[src/rtl/pzcorebus_simple_responder_if.sv]
// Memory-profile pzcorebus bundle between a command/data master and a responder.
// Valid/ready rule for all three channels: a transfer happens on a rising clock
// edge where the producer's valid and the consumer's accept are both high; the
// producer holds every payload field stable while valid is high and accept is low.
interface pzcorebus_simple_responder_if #(
   parameter int ID_WIDTH      = 8,
   parameter int ADDRESS_WIDTH = 32,
   parameter int LENGTH_WIDTH  = 5,
   parameter int DATA_WIDTH    = 64
);
   // command channel
   logic                     mcmd_valid;
   logic                     scmd_accept;
   logic [3:0]               mcmd;
   logic [ID_WIDTH-1:0]      mid;
   logic [ADDRESS_WIDTH-1:0] maddr;
   logic [LENGTH_WIDTH-1:0]  mlength;
   // write data channel (payload itself is discarded by the responder)
   logic                     mdata_valid;
   logic                     sdata_accept;
   logic                     mdata_last;
   // response channel
   logic                     sresp_valid;
   logic                     mresp_accept;
   logic [1:0]               sresp;
   logic [ID_WIDTH-1:0]      sresp_id;
   logic [DATA_WIDTH-1:0]    sresp_data;
   logic                     sresp_last;

   modport master (
      output mcmd_valid, mcmd, mid, maddr, mlength,
      output mdata_valid, mdata_last,
      output mresp_accept,
      input  scmd_accept, sdata_accept,
      input  sresp_valid, sresp, sresp_id, sresp_data, sresp_last
   );

   modport slave (
      input  mcmd_valid, mcmd, mid, maddr, mlength,
      input  mdata_valid, mdata_last,
      input  mresp_accept,
      output scmd_accept, sdata_accept,
      output sresp_valid, sresp, sresp_id, sresp_data, sresp_last
   );
endinterface

[src/rtl/pzcorebus_simple_responder.sv]
// Terminating slave for a memory-profile pzcorebus: accepts every command, sinks
// write data, and returns in-order responses (id, type, beat count, last flag)
// for each non-posted command. Response data carries the 0-based beat index.
module pzcorebus_simple_responder #(
   parameter int ID_WIDTH        = 8,
   parameter int ADDRESS_WIDTH   = 32,
   parameter int LENGTH_WIDTH    = 5,
   parameter int MAX_LENGTH      = 32,
   parameter int DATA_WIDTH      = 64,
   parameter int UNIT_DATA_WIDTH = 32,
   parameter int CMD_DEPTH       = 4
) (
   input  logic                          i_clk,
   input  logic                          i_rst_n,
   pzcorebus_simple_responder_if.slave   bus,
   output logic                          dbg_req_state,
   output logic                          dbg_rsp_state
);
   // command encodings: bit3 = non-posted, bit2 = carries write data (READ excepted)
   localparam logic [3:0] CMD_READ              = 4'b1000;
   localparam logic [3:0] CMD_MESSAGE           = 4'b0100;
   localparam logic [3:0] CMD_WRITE             = 4'b0101;
   localparam logic [3:0] CMD_FULL_WRITE        = 4'b0110;
   localparam logic [3:0] CMD_BROADCAST         = 4'b0111;
   localparam logic [3:0] CMD_MESSAGE_NP        = 4'b1100;
   localparam logic [3:0] CMD_WRITE_NP          = 4'b1101;
   localparam logic [3:0] CMD_FULL_WRITE_NP     = 4'b1110;
   localparam logic [3:0] CMD_BROADCAST_NP      = 4'b1111;
   localparam logic [1:0] RESP_RESPONSE         = 2'b10;
   localparam logic [1:0] RESP_RESPONSE_DATA    = 2'b11;

   localparam int DATA_BYTE    = DATA_WIDTH / 8;
   localparam int UNIT_BYTE    = UNIT_DATA_WIDTH / 8;
   localparam int OFFSET_WIDTH = $clog2(DATA_BYTE);
   localparam int UNIT_SHIFT   = $clog2(UNIT_BYTE);
   localparam int RATIO        = DATA_WIDTH / UNIT_DATA_WIDTH;
   localparam int BEAT_WIDTH   = $clog2(MAX_LENGTH + RATIO) + 1;
   localparam int PTR_WIDTH    = $clog2(CMD_DEPTH);
   localparam int COUNT_WIDTH  = PTR_WIDTH + 1;

   typedef enum logic {REQ_IDLE = 1'b0, REQ_DATA = 1'b1} req_state_t;
   typedef enum logic {RSP_IDLE = 1'b0, RSP_BUSY = 1'b1} rsp_state_t;

   function automatic logic is_non_posted(input logic [3:0] cmd);
      logic result;
      case (cmd)
         CMD_READ, CMD_MESSAGE_NP, CMD_WRITE_NP,
         CMD_FULL_WRITE_NP, CMD_BROADCAST_NP: result = 1'b1;
         default:                             result = 1'b0;
      endcase
      return result;
   endfunction

   function automatic logic has_data(input logic [3:0] cmd);
      logic result;
      case (cmd)
         CMD_MESSAGE, CMD_WRITE, CMD_FULL_WRITE, CMD_BROADCAST,
         CMD_MESSAGE_NP, CMD_WRITE_NP, CMD_FULL_WRITE_NP,
         CMD_BROADCAST_NP: result = 1'b1;
         default:          result = 1'b0;
      endcase
      return result;
   endfunction

   function automatic logic [PTR_WIDTH-1:0] next_ptr(input logic [PTR_WIDTH-1:0] ptr);
      return (ptr == PTR_WIDTH'(CMD_DEPTH - 1)) ? '0 : ptr + 1'b1;
   endfunction

   req_state_t                req_state;
   rsp_state_t                rsp_state;
   logic                      scmd_accept_q;
   logic                      sdata_accept_q;

   // non-posted command queue
   logic [3:0]                cmd_q  [CMD_DEPTH];
   logic [ID_WIDTH-1:0]       id_q   [CMD_DEPTH];
   logic [OFFSET_WIDTH-1:0]   addr_q [CMD_DEPTH];
   logic [LENGTH_WIDTH-1:0]   len_q  [CMD_DEPTH];
   logic [PTR_WIDTH-1:0]      wr_ptr;
   logic [PTR_WIDTH-1:0]      rd_ptr;
   logic [COUNT_WIDTH-1:0]    count;
   logic [COUNT_WIDTH-1:0]    count_next;
   logic                      full_next;

   // response registers
   logic                      sresp_valid_q;
   logic [1:0]                sresp_q;
   logic [ID_WIDTH-1:0]       sresp_id_q;
   logic [DATA_WIDTH-1:0]     sresp_data_q;
   logic                      sresp_last_q;
   logic [BEAT_WIDTH-1:0]     beat;
   logic [BEAT_WIDTH-1:0]     beats;

   logic                      cmd_ack;
   logic                      last_data_ack;
   logic                      push;
   logic                      pop;
   logic [BEAT_WIDTH-1:0]     head_len;
   logic [BEAT_WIDTH-1:0]     head_offset;
   logic [BEAT_WIDTH-1:0]     head_beats;
   logic [1:0]                head_type;

   // Only the in-beat byte offset of the address shapes a response.
   logic unused_addr;
   assign unused_addr = ^bus.maddr[ADDRESS_WIDTH-1:OFFSET_WIDTH];

   assign cmd_ack       = bus.mcmd_valid && scmd_accept_q;
   assign last_data_ack = bus.mdata_valid && sdata_accept_q && bus.mdata_last;
   assign push          = cmd_ack && is_non_posted(bus.mcmd);
   assign pop           = (rsp_state == RSP_BUSY) && bus.mresp_accept && sresp_last_q;

   // Occupancy after this edge; accept for the next cycle is derived from it so a
   // same-cycle pop never reopens a full queue within that cycle.
   always_comb begin
      count_next = count;
      case ({push, pop})
         2'b10:   count_next = count + 1'b1;
         2'b01:   count_next = count - 1'b1;
         default: count_next = count;
      endcase
      full_next = (count_next == COUNT_WIDTH'(CMD_DEPTH));
   end

   // Request FSM: take commands in REQ_IDLE, swallow write beats in REQ_DATA.
   always_ff @(posedge i_clk or negedge i_rst_n) begin
      if (!i_rst_n) begin
         req_state      <= REQ_IDLE;
         scmd_accept_q  <= 1'b0;
         sdata_accept_q <= 1'b0;
      end else begin
         case (req_state)
            REQ_IDLE: begin
               if (cmd_ack && has_data(bus.mcmd)) begin
                  req_state      <= REQ_DATA;
                  scmd_accept_q  <= 1'b0;
                  sdata_accept_q <= 1'b1;
               end else begin
                  scmd_accept_q  <= !full_next;
                  sdata_accept_q <= 1'b0;
               end
            end
            REQ_DATA: begin
               if (last_data_ack) begin
                  req_state      <= REQ_IDLE;
                  scmd_accept_q  <= !full_next;
                  sdata_accept_q <= 1'b0;
               end else begin
                  scmd_accept_q  <= 1'b0;
                  sdata_accept_q <= 1'b1;
               end
            end
            default: begin
               req_state      <= REQ_IDLE;
               scmd_accept_q  <= 1'b0;
               sdata_accept_q <= 1'b0;
            end
         endcase
      end
   end

   // Queue payload storage; contents are only meaningful below count.
   always_ff @(posedge i_clk) begin
      if (push) begin
         cmd_q[wr_ptr]  <= bus.mcmd;
         id_q[wr_ptr]   <= bus.mid;
         addr_q[wr_ptr] <= bus.maddr[OFFSET_WIDTH-1:0];
         len_q[wr_ptr]  <= bus.mlength;
      end
   end

   // Queue pointers and occupancy, wrapping at CMD_DEPTH.
   always_ff @(posedge i_clk or negedge i_rst_n) begin
      if (!i_rst_n) begin
         wr_ptr <= '0;
         rd_ptr <= '0;
         count  <= '0;
      end else begin
         if (push) wr_ptr <= next_ptr(wr_ptr);
         if (pop)  rd_ptr <= next_ptr(rd_ptr);
         count <= count_next;
      end
   end

   // Beat count and response type of the queue head.
   always_comb begin
      head_len    = (len_q[rd_ptr] == '0) ? BEAT_WIDTH'(MAX_LENGTH) : BEAT_WIDTH'(len_q[rd_ptr]);
      head_offset = BEAT_WIDTH'(addr_q[rd_ptr] >> UNIT_SHIFT);
      head_beats  = BEAT_WIDTH'(1);
      head_type   = RESP_RESPONSE;
      if (cmd_q[rd_ptr] == CMD_READ) begin
         head_beats = (head_len + head_offset + BEAT_WIDTH'(RATIO - 1)) / BEAT_WIDTH'(RATIO);
      end
      if ((cmd_q[rd_ptr] == CMD_READ) || (cmd_q[rd_ptr] == CMD_MESSAGE_NP)) begin
         head_type = RESP_RESPONSE_DATA;
      end
   end

   // Response FSM: load head, stream beats, pop on last ack with a one-cycle gap.
   always_ff @(posedge i_clk or negedge i_rst_n) begin
      if (!i_rst_n) begin
         rsp_state     <= RSP_IDLE;
         sresp_valid_q <= 1'b0;
         sresp_q       <= '0;
         sresp_id_q    <= '0;
         sresp_data_q  <= '0;
         sresp_last_q  <= 1'b0;
         beat          <= '0;
         beats         <= '0;
      end else begin
         case (rsp_state)
            RSP_IDLE: begin
               if (count != '0) begin
                  rsp_state     <= RSP_BUSY;
                  sresp_valid_q <= 1'b1;
                  sresp_q       <= head_type;
                  sresp_id_q    <= id_q[rd_ptr];
                  sresp_data_q  <= '0;
                  sresp_last_q  <= (head_beats == BEAT_WIDTH'(1));
                  beat          <= BEAT_WIDTH'(1);
                  beats         <= head_beats;
               end
            end
            RSP_BUSY: begin
               if (bus.mresp_accept) begin
                  if (sresp_last_q) begin
                     rsp_state     <= RSP_IDLE;
                     sresp_valid_q <= 1'b0;
                     sresp_q       <= '0;
                     sresp_id_q    <= '0;
                     sresp_data_q  <= '0;
                     sresp_last_q  <= 1'b0;
                  end else begin
                     beat          <= beat + 1'b1;
                     sresp_data_q  <= DATA_WIDTH'(beat);
                     sresp_last_q  <= ((beat + 1'b1) == beats);
                  end
               end
            end
            default: begin
               rsp_state     <= RSP_IDLE;
               sresp_valid_q <= 1'b0;
            end
         endcase
      end
   end

   assign bus.scmd_accept  = scmd_accept_q;
   assign bus.sdata_accept = sdata_accept_q;
   assign bus.sresp_valid  = sresp_valid_q;
   assign bus.sresp        = sresp_q;
   assign bus.sresp_id     = sresp_id_q;
   assign bus.sresp_data   = sresp_data_q;
   assign bus.sresp_last   = sresp_last_q;
   assign dbg_req_state    = req_state;
   assign dbg_rsp_state    = rsp_state;
endmodule

[src/flat_wrapper.sv]
// flat-port wrapper written by rule: the top's interface ports become plain ports
module pzcorebus_simple_responder_flat 
#(
   parameter int ID_WIDTH        = 8,
   parameter int ADDRESS_WIDTH   = 32,
   parameter int LENGTH_WIDTH    = 5,
   parameter int MAX_LENGTH      = 32,
   parameter int DATA_WIDTH      = 64,
   parameter int UNIT_DATA_WIDTH = 32,
   parameter int CMD_DEPTH       = 4
)
  (i_clk, i_rst_n, dbg_req_state, dbg_rsp_state, bus_mcmd_valid, bus_mcmd, bus_mid, bus_maddr, bus_mlength, bus_mdata_valid, bus_mdata_last, bus_mresp_accept, bus_scmd_accept, bus_sdata_accept, bus_sresp_valid, bus_sresp, bus_sresp_id, bus_sresp_data, bus_sresp_last);
  pzcorebus_simple_responder_if #(.ID_WIDTH(ID_WIDTH), .ADDRESS_WIDTH(ADDRESS_WIDTH), .LENGTH_WIDTH(LENGTH_WIDTH), .DATA_WIDTH(DATA_WIDTH)) bus_i ();
  input  logic i_clk;
  input  logic i_rst_n;
  output logic dbg_req_state;
  output logic dbg_rsp_state;
  input wire logic [$bits(bus_i.mcmd_valid)-1:0] bus_mcmd_valid;
  input wire logic [$bits(bus_i.mcmd)-1:0] bus_mcmd;
  input wire logic [$bits(bus_i.mid)-1:0] bus_mid;
  input wire logic [$bits(bus_i.maddr)-1:0] bus_maddr;
  input wire logic [$bits(bus_i.mlength)-1:0] bus_mlength;
  input wire logic [$bits(bus_i.mdata_valid)-1:0] bus_mdata_valid;
  input wire logic [$bits(bus_i.mdata_last)-1:0] bus_mdata_last;
  input wire logic [$bits(bus_i.mresp_accept)-1:0] bus_mresp_accept;
  output wire logic [$bits(bus_i.scmd_accept)-1:0] bus_scmd_accept;
  output wire logic [$bits(bus_i.sdata_accept)-1:0] bus_sdata_accept;
  output wire logic [$bits(bus_i.sresp_valid)-1:0] bus_sresp_valid;
  output wire logic [$bits(bus_i.sresp)-1:0] bus_sresp;
  output wire logic [$bits(bus_i.sresp_id)-1:0] bus_sresp_id;
  output wire logic [$bits(bus_i.sresp_data)-1:0] bus_sresp_data;
  output wire logic [$bits(bus_i.sresp_last)-1:0] bus_sresp_last;
  assign bus_i.mcmd_valid = bus_mcmd_valid;
  assign bus_i.mcmd = bus_mcmd;
  assign bus_i.mid = bus_mid;
  assign bus_i.maddr = bus_maddr;
  assign bus_i.mlength = bus_mlength;
  assign bus_i.mdata_valid = bus_mdata_valid;
  assign bus_i.mdata_last = bus_mdata_last;
  assign bus_i.mresp_accept = bus_mresp_accept;
  assign bus_scmd_accept = bus_i.scmd_accept;
  assign bus_sdata_accept = bus_i.sdata_accept;
  assign bus_sresp_valid = bus_i.sresp_valid;
  assign bus_sresp = bus_i.sresp;
  assign bus_sresp_id = bus_i.sresp_id;
  assign bus_sresp_data = bus_i.sresp_data;
  assign bus_sresp_last = bus_i.sresp_last;
  pzcorebus_simple_responder #(.ID_WIDTH(ID_WIDTH), .ADDRESS_WIDTH(ADDRESS_WIDTH), .LENGTH_WIDTH(LENGTH_WIDTH), .MAX_LENGTH(MAX_LENGTH), .DATA_WIDTH(DATA_WIDTH), .UNIT_DATA_WIDTH(UNIT_DATA_WIDTH), .CMD_DEPTH(CMD_DEPTH)) u_core (.i_clk(i_clk), .i_rst_n(i_rst_n), .bus(bus_i), .dbg_req_state(dbg_req_state), .dbg_rsp_state(dbg_rsp_state));
endmodule
[config.mk]
export PLATFORM = sky130hd
export DESIGN_NAME = pzcorebus_simple_responder_flat
export DESIGN_NICKNAME = d
export VERILOG_FILES = /design/src/rtl/pzcorebus_simple_responder_if.sv /design/src/rtl/pzcorebus_simple_responder.sv /design/src/flat_wrapper.sv
export SDC_FILE = /design/constraint.sdc
export NUM_CORES = 1
export LEC_CHECK = 0
export ABC_AREA = 1
export BUFFER_PORTS_ARGS = -buffer_cell sky130_fd_sc_hd__buf_2
export CORE_MARGIN = 5
export CORE_UTILIZATION = 25
export CTS_BUF_LIST = sky130_fd_sc_hd__clkbuf_2
export CTS_CLUSTER_DIAMETER = 100
export DETAILED_ROUTE_END_ITERATION = 16
export PLACE_DENSITY_LB_ADDON = 0.2
export SETUP_SLACK_MARGIN = 0.4
export SLEW_MARGIN = 20
export SYNTH_ARGS = -nofsm -noshare
export SYNTH_HDL_FRONTEND = slang
export SYNTH_SLANG_ARGS = --single-unit
[constraint.sdc]
create_clock -name i_clk -period 1.95 [get_ports i_clk]
set_input_delay 0.39 -clock i_clk [delete_from_list [all_inputs] [get_ports i_clk]]
set_output_delay 0.39 -clock i_clk [all_outputs]
set_load 0.005 [all_outputs]
# Yosys cells after proc, flatten, opt, wreduce, memory -nomap -nowiden
# Memories as Yosys holds them, arrays and structs flattened.
# Cells that the tools add are included.
[classes]
add_sub_neg = 7
muxes = 44
reduce_logical = 16
eq_ne = 18
n_bitwise = 2
[ops]
columns = ["cell", "count"]
rows = [
  ["$mux 64", 2],
  ["$pmux 64 s2", 1],
  ["$eq 4x4->1 const B", 7],
  ["$mux 7", 4],
  ["$mux 8", 3],
  ["$mux 1", 18],
  ["$pmux 8 s2", 1],
  ["$add 7x1->7 const B", 2],
  ["$pmux 7 s2", 1],
  ["$mux 6", 2],
  ["$mux 2", 5],
  ["$pmux 1 s2", 5],
  ["$add 7x1->7", 1],
  ["$eq 7x7->1", 1],
  ["$logic_and 1x1->1", 7],
  ["$eq 2x2->1 const B", 3],
  ["$eq 6x1->1 const B", 1],
  ["$ne 2x2->1 const B", 3],
  ["$pmux 3 s2", 1],
  ["$reduce_and 3->1", 2],
  ["$logic_not 5->1", 1],
  ["$reduce_or 5->1", 1],
  ["$add 2x1->2 const B", 2],
  ["$pmux 2 s2", 1],
  ["10 further kinds", 12],
]
[totals]
inputBits = 55
romBits = 16
reg_bits = 100
word_cells = 105
ramBits = 80
mem_count = 5
output_inout_bits = 80
[mem_list]
columns = ["name", "depth", "width", "rd", "rd_ports_with_merged_regs", "write_ports", "line_no", "source"]
rows = [
  ["u_core.id_q", 4, 8, 1, 0, 1, "pzcorebus_simple_responder.sv:76", "logic [ID_WIDTH-1:0] id_q [CMD_DEPTH];"],
  ["u_core.len_q", 4, 5, 1, 0, 1, "pzcorebus_simple_responder.sv:78", "logic [LENGTH_WIDTH-1:0] len_q [CMD_DEPTH];"],
  ["(no name shown)", 16, 1, 1, 0, 0, "pzcorebus_simple_responder.sv:56", "case (cmd)"],
  ["u_core.cmd_q", 4, 4, 1, 0, 1, "pzcorebus_simple_responder.sv:75", "logic [3:0] cmd_q [CMD_DEPTH];"],
  ["u_core.addr_q", 4, 3, 1, 0, 1, "pzcorebus_simple_responder.sv:77", "logic [OFFSET_WIDTH-1:0] addr_q [CMD_DEPTH];"],
]

# Longest topological paths before layout
[depth]
depth_word = 10
ltp_mapped = 16
ltp_nobuf = 15

# Worst setup path before layout
# OpenSTA, ideal clock, no wires.
[synth_timing]
path_type = "input port to flip-flop"
startpoint = "in bus_mcmd[1]"
endpoint = "mem u_core.addr_q[0][2] (netlist name), enable pin"
arrival_ns = 1.753
cell_stages = 5
setup_ns = 0.393
setup_slack_ns = -0.195
required_time_ns = 1.557
path_buffers = 0
path_cell_list = "nor2_1 > nor2_1 > nor3_1 > inv_1 > nor2_1"
[synth_between]
elab_chain_len = 6
elab_cells_between_ends = 10
classes_between = "5 x eq/ne; 3 x mux; 2 x reduce/logical"
[synth_lines]
columns = ["element", "line_no", "source"]
rows = [
  ["start: declaration", "flat_wrapper.sv:19", "input wire logic [$bits(bus_i.mcmd)-1:0] bus_mcmd;"],
  ["$eq 4x4->1", "pzcorebus_simple_responder.sv:46", "case (cmd)"],
  ["$reduce_or 5->1 (*)", "pzcorebus_simple_responder.sv:46", ""],
  ["$mux 1 (*)", "pzcorebus_simple_responder.sv:46", ""],
  ["$logic_and 1x1->1 (*)", "pzcorebus_simple_responder.sv:109", "assign push = cmd_ack && is_non_posted(bus.mcmd);"],
  ["$mux 1 (*)", "pzcorebus_simple_responder.sv:163", "if (push) begin"],
  ["$mux 1 (not written as such) (*)", "pzcorebus_simple_responder.sv:166", "addr_q[wr_ptr] <= bus.maddr[OFFSET_WIDTH-1:0];"],
  ["end: declaration", "pzcorebus_simple_responder.sv:77", ""],
]
# Mark *: on every way between the ends. The rest lies on a longest branch, timed or not.

# Final worst setup path
[layout_timing]
startpoint = "reg u_core.rd_ptr[0]"
endpoint = "reg u_core.sresp_last_q, in the netlist u_core.bus.sresp_last"
[layout_between]
elab_chain_len = 9
elab_cells_between_ends = 12
classes_between = "2 x add/sub; 2 x eq/ne; 4 x mux; 1 x reduce/logical; 3 x memory"
[layout_lines]
columns = ["element", "line_no", "source"]
rows = [
  ["start: declaration", "pzcorebus_simple_responder.sv:80", "logic [PTR_WIDTH-1:0] rd_ptr;"],
  ["start signal: assignment", "pzcorebus_simple_responder.sv:179", "if (pop) rd_ptr <= next_ptr(rd_ptr);"],
  ["$mem_v2 4x5", "--", ""],
  ["$logic_not 5->1", "pzcorebus_simple_responder.sv:186", "head_len = (len_q[rd_ptr] == '0) ? BEAT_WIDTH'(MAX_LENGTH) : BEAT_WIDTH'(len_q[rd_ptr]);"],
  ["$mux 6", "pzcorebus_simple_responder.sv:186", ""],
  ["$add 7x1->7 (2 in a row)", "pzcorebus_simple_responder.sv:191", "head_beats = (head_len + head_offset + BEAT_WIDTH'(RATIO - 1)) / BEAT_WIDTH'(RATIO);"],
  ["$mux 6 (*)", "pzcorebus_simple_responder.sv:190", "if (cmd_q[rd_ptr] == CMD_READ) begin"],
  ["$eq 6x1->1 (*)", "pzcorebus_simple_responder.sv:218", "sresp_last_q <= (head_beats == BEAT_WIDTH'(1));"],
  ["$mux 1 (*)", "pzcorebus_simple_responder.sv:212", "if (count != '0) begin"],
  ["$pmux 1 s2 (*)", "pzcorebus_simple_responder.sv:210", "case (rsp_state)"],
  ["end signal: assignment", "pzcorebus_simple_responder.sv:218", ""],
  ["end signal: assignment", "pzcorebus_simple_responder.sv:235", "sresp_last_q <= ((beat + 1'b1) == beats);"],
  ["end: declaration", "pzcorebus_simple_responder.sv:90", "logic sresp_last_q;"],
]
# Mark *: on every way between the ends. The rest lies on a longest branch, timed or not. The select of a mux whose other input is x is not followed.
# A chain may end at the register's enable or synchronous reset.

==> impl_metrics.toml <==
[sta]
setup_viol = 0
fin_setup_tns_ps = 0
slew_viol_final = 0
rsz0062_at_grt = "true"
min_period_over_period_pct = 92.12
fmax_ghz = 0.5567
period_minus_slack_ps = 1796
finalHoldViolCount = 0
setup_slack_ps = 153.7
skew_ps = 28.91

[placement]
placed_cells_incl_taps = 862
post_dp_cell_area_mm2 = 0.005951
numPortBuffers = 46
place_ws_ps = -131.8
gp_congestion = 0.7412
dpl.hpwl_um = 8109

[worst_setup_path]
cp-end-kind = "register"
path_max_fanout = 5
critPathBufInv = 3
cp.arrival_ps = 2400
slowest_delay_ps = 530
crit_type = "reg -> reg"
crit_chain = "buf_6, nand2_2, nand3_2, nand2_2, nand2_4, ha_4, inv_1, nand2_1, nand2_1, inv_1, nand3_2, nand3_1, nor2_1, nand2_1, a21oi_2"
required_ps = 2560
crit_slowest_cell = "dfrtp_2"
path_delay_family = "simple AND/OR/NAND/NOR gates"
cp_common_cell = "nand2_1"
r2r_slack_ps = 150
cp-start-kind = "register"

[pwr]
internal-power_mw = 5.564
ir_drop_uv = 414.8
pwr-share-clk_pct = 19.6
p_per_area_mw_per_mm2 = 1310
combPwrFrac_pct = 45.3
leakagePower_nw = 3.069
seq_power_share_pct = 35.1
power_switching_mw = 3.542
swShare_pct = 38.90

[yosys]
ys_seq_elements = 113
netlist_instances = 525
synth.avg_cell_area_um2 = 10.17
async_flop_share_pct = 36.28
ys.warnings.count = 0
yosys.area.top_type = "edfxtp_1"
synthTopCellsByArea = "edfxtp_1 40%, dfrtp_1 19%, buf_4 8.4%"
synth_flop_cell = "edfxtp_1"
synth_cell_types = 32
syn-cell-area_mm2 = 0.005340
synth-edff-count = 72
synth_top_area_share_pct = 40.49
synth.yosys.seq_area_share_pct = 59.70

[clocking]
clk_path_buf_depth = 2
cts_root_buf = "clkbuf_2"
clkSlewWorstSetupHoldPaths_ps = 180
numCtsBuffers = 17
clock_sinks = 113
cts_tree = "done"
clk_latency_ps = 680
cts_max_level = 4

[grt]
grt_pass1_wl_um = 18890
antenna_found_initial = 1
grt-ovfl-total = 0
grt_use_total_pct = 10.01
grt_pass1_vias = 3620
grt_max_degree = 29

[cells_and_area]
nets = 726
area_growth_pct = 30.15
final_core_util_pct = 33.06
final_area_mm2 = 0.006950
final_cell_mix = "107 x nand2_1, 72 x edfxtp_1, 57 x conb_1"
finalNonFillerCells = 951
multi_input_area_mm2 = 0.001833
layout_commonest_cell = "nand2_1"
regArea_mm2 = 0.003192
drive_above_1_share_pct = 30.81
fillCellCount = 2129

[min_path]
hp-class = "in -> async"

[floorplan]
rows = 53
design.die.area_mm2 = 0.02438
ios = 135
initial_core_util_pct = 25.40
die_height_um = 156.2
core_mm2 = 0.02102
die_width_um = 156.2

[detailed_routing]
routed_wl_um = 11990
vias = 3819
drt_iter0_drc = 107
dr.pass1.iters = 4
post-route-drc-count = 0
ant_nets = 0
wire_per_inst_um = 12.61
via_per_inst = 4.016

[flow_run]
cap_violations = 0

[run_status]
status = "completed"
## synth_stat cells (2+ instances only)
cell type and number:
nand2_1 119, edfxtp_1 72, buf_4 60, nand3_1 48, inv_1 42, dfrtp_1 41, nor2_1 38, o21ai_0 38
o22ai_1 13, ha_1 8, nand2_2 6, clkbuf_1 5, buf_6 4, nand3b_1 4, buf_2 3, xor2_1 3
a21oi_1 2, a21oi_2 2, inv_2 2, nand3_2 2, nor3_1 2
## layout make-up
type	instances	area share, %
diodes	1	0.03600
clock buffers	17	1.224
clock inverters	15	2.772
inverters	46	2.736
multi-input cells	349	26.37
flip-flops and latches	113	45.92
well taps	275	4.950
repair buffers	134	15.90
repair inverters	1	0.09001
## kinds of logic (layout without fill, tap and decap cells)
group | count (synthesis) | after routing | share of synthesized area, %
other cells | 1 | 58 | 0.07022
fa+ha+maj | 9 | 9 | 2.249
simple gates | 223 | 223 | 18.02
buf+inv | 119 | 213 | 13.57
flops | 113 | 113 | 59.70
compound gates | 56 | 56 | 5.741
xor+xnor | 4 | 4 | 0.6562
## flip-flops by register name, summed over array words and instances (netlist names), 3 cells and up
| signal | cells |
|---|---|
| u_core.beat | 7 |
| u_core.bus.sresp_id | 8 |
| u_core.bus.sresp_data | 7 |
| u_core.cmd_q | 16 |
| u_core.addr_q | 4 |
| u_core.len_q | 20 |
| u_core.beats | 6 |
| u_core.count | 3 |
| u_core.id_q | 32 |
## repair_timing
action | CTS | global route
gates resized for setup | 38 | 26
gates cloned | 2 | 0
buffers inserted | 22 | 9
hold endpoints to repair | 116 | 0
pin swaps | 14 | 12
endpoints found under the setup margin | 71 | 105
hold buffers | 23 | 0
## power by group through the flow
| stage | logic [mW] | clock network [mW] | registers [mW] |
|---|---|---|---|
| 2_1_floorplan | 2.26 | 0 | 3.20 |
| 3_3_place_gp | 3.21 | 0 | 3.23 |
| 3_5_place_dp | 3.26 | 0 | 3.23 |
| 4_1_cts | 3.89 | 1.85 | 3.20 |
| 5_1_grt | 4.63 | 1.98 | 3.24 |
| 6_report | 4.13 | 1.78 | 3.20 |
## routing by layer
metal  track usage (%)  up-vias  wire [µm]
li1                  -     1906          -
met5                 0        -          0
met4             4.215        0        177
met3             2.386       12        665
met2             17.22      103       6039
met1             11.99     1798       5106
## path summary, 6_finish.rpt
kind	startpoint	to	cells after the start
worst max-delay path	u_core.rd_ptr[0]	u_core.bus.sresp_last	15
worst min-delay path	i_rst_n	u_core.wr_ptr[0]	2
worst max register to register	u_core.rd_ptr[0]	u_core.bus.sresp_last	15
worst min register to register	u_core.beats[3]	u_core.beats[3]	2
max in group asynchronous	i_rst_n	u_core.bus.sresp[0]	3
min in group i_clk	bus_mresp_accept	u_core.beat[1]	4
## through the flow
stage | hold slack (ps) | total power, mW
after global routing | 82.72 | 9.858
after detailed placement | 304.2 | 6.493
after global placement | 303.7 | 6.434
after floorplan | 94.41 | 5.466
after CTS | 66.05 | 8.936
final | 139.0 | 9.106
(Power assumes the default switching activity.)
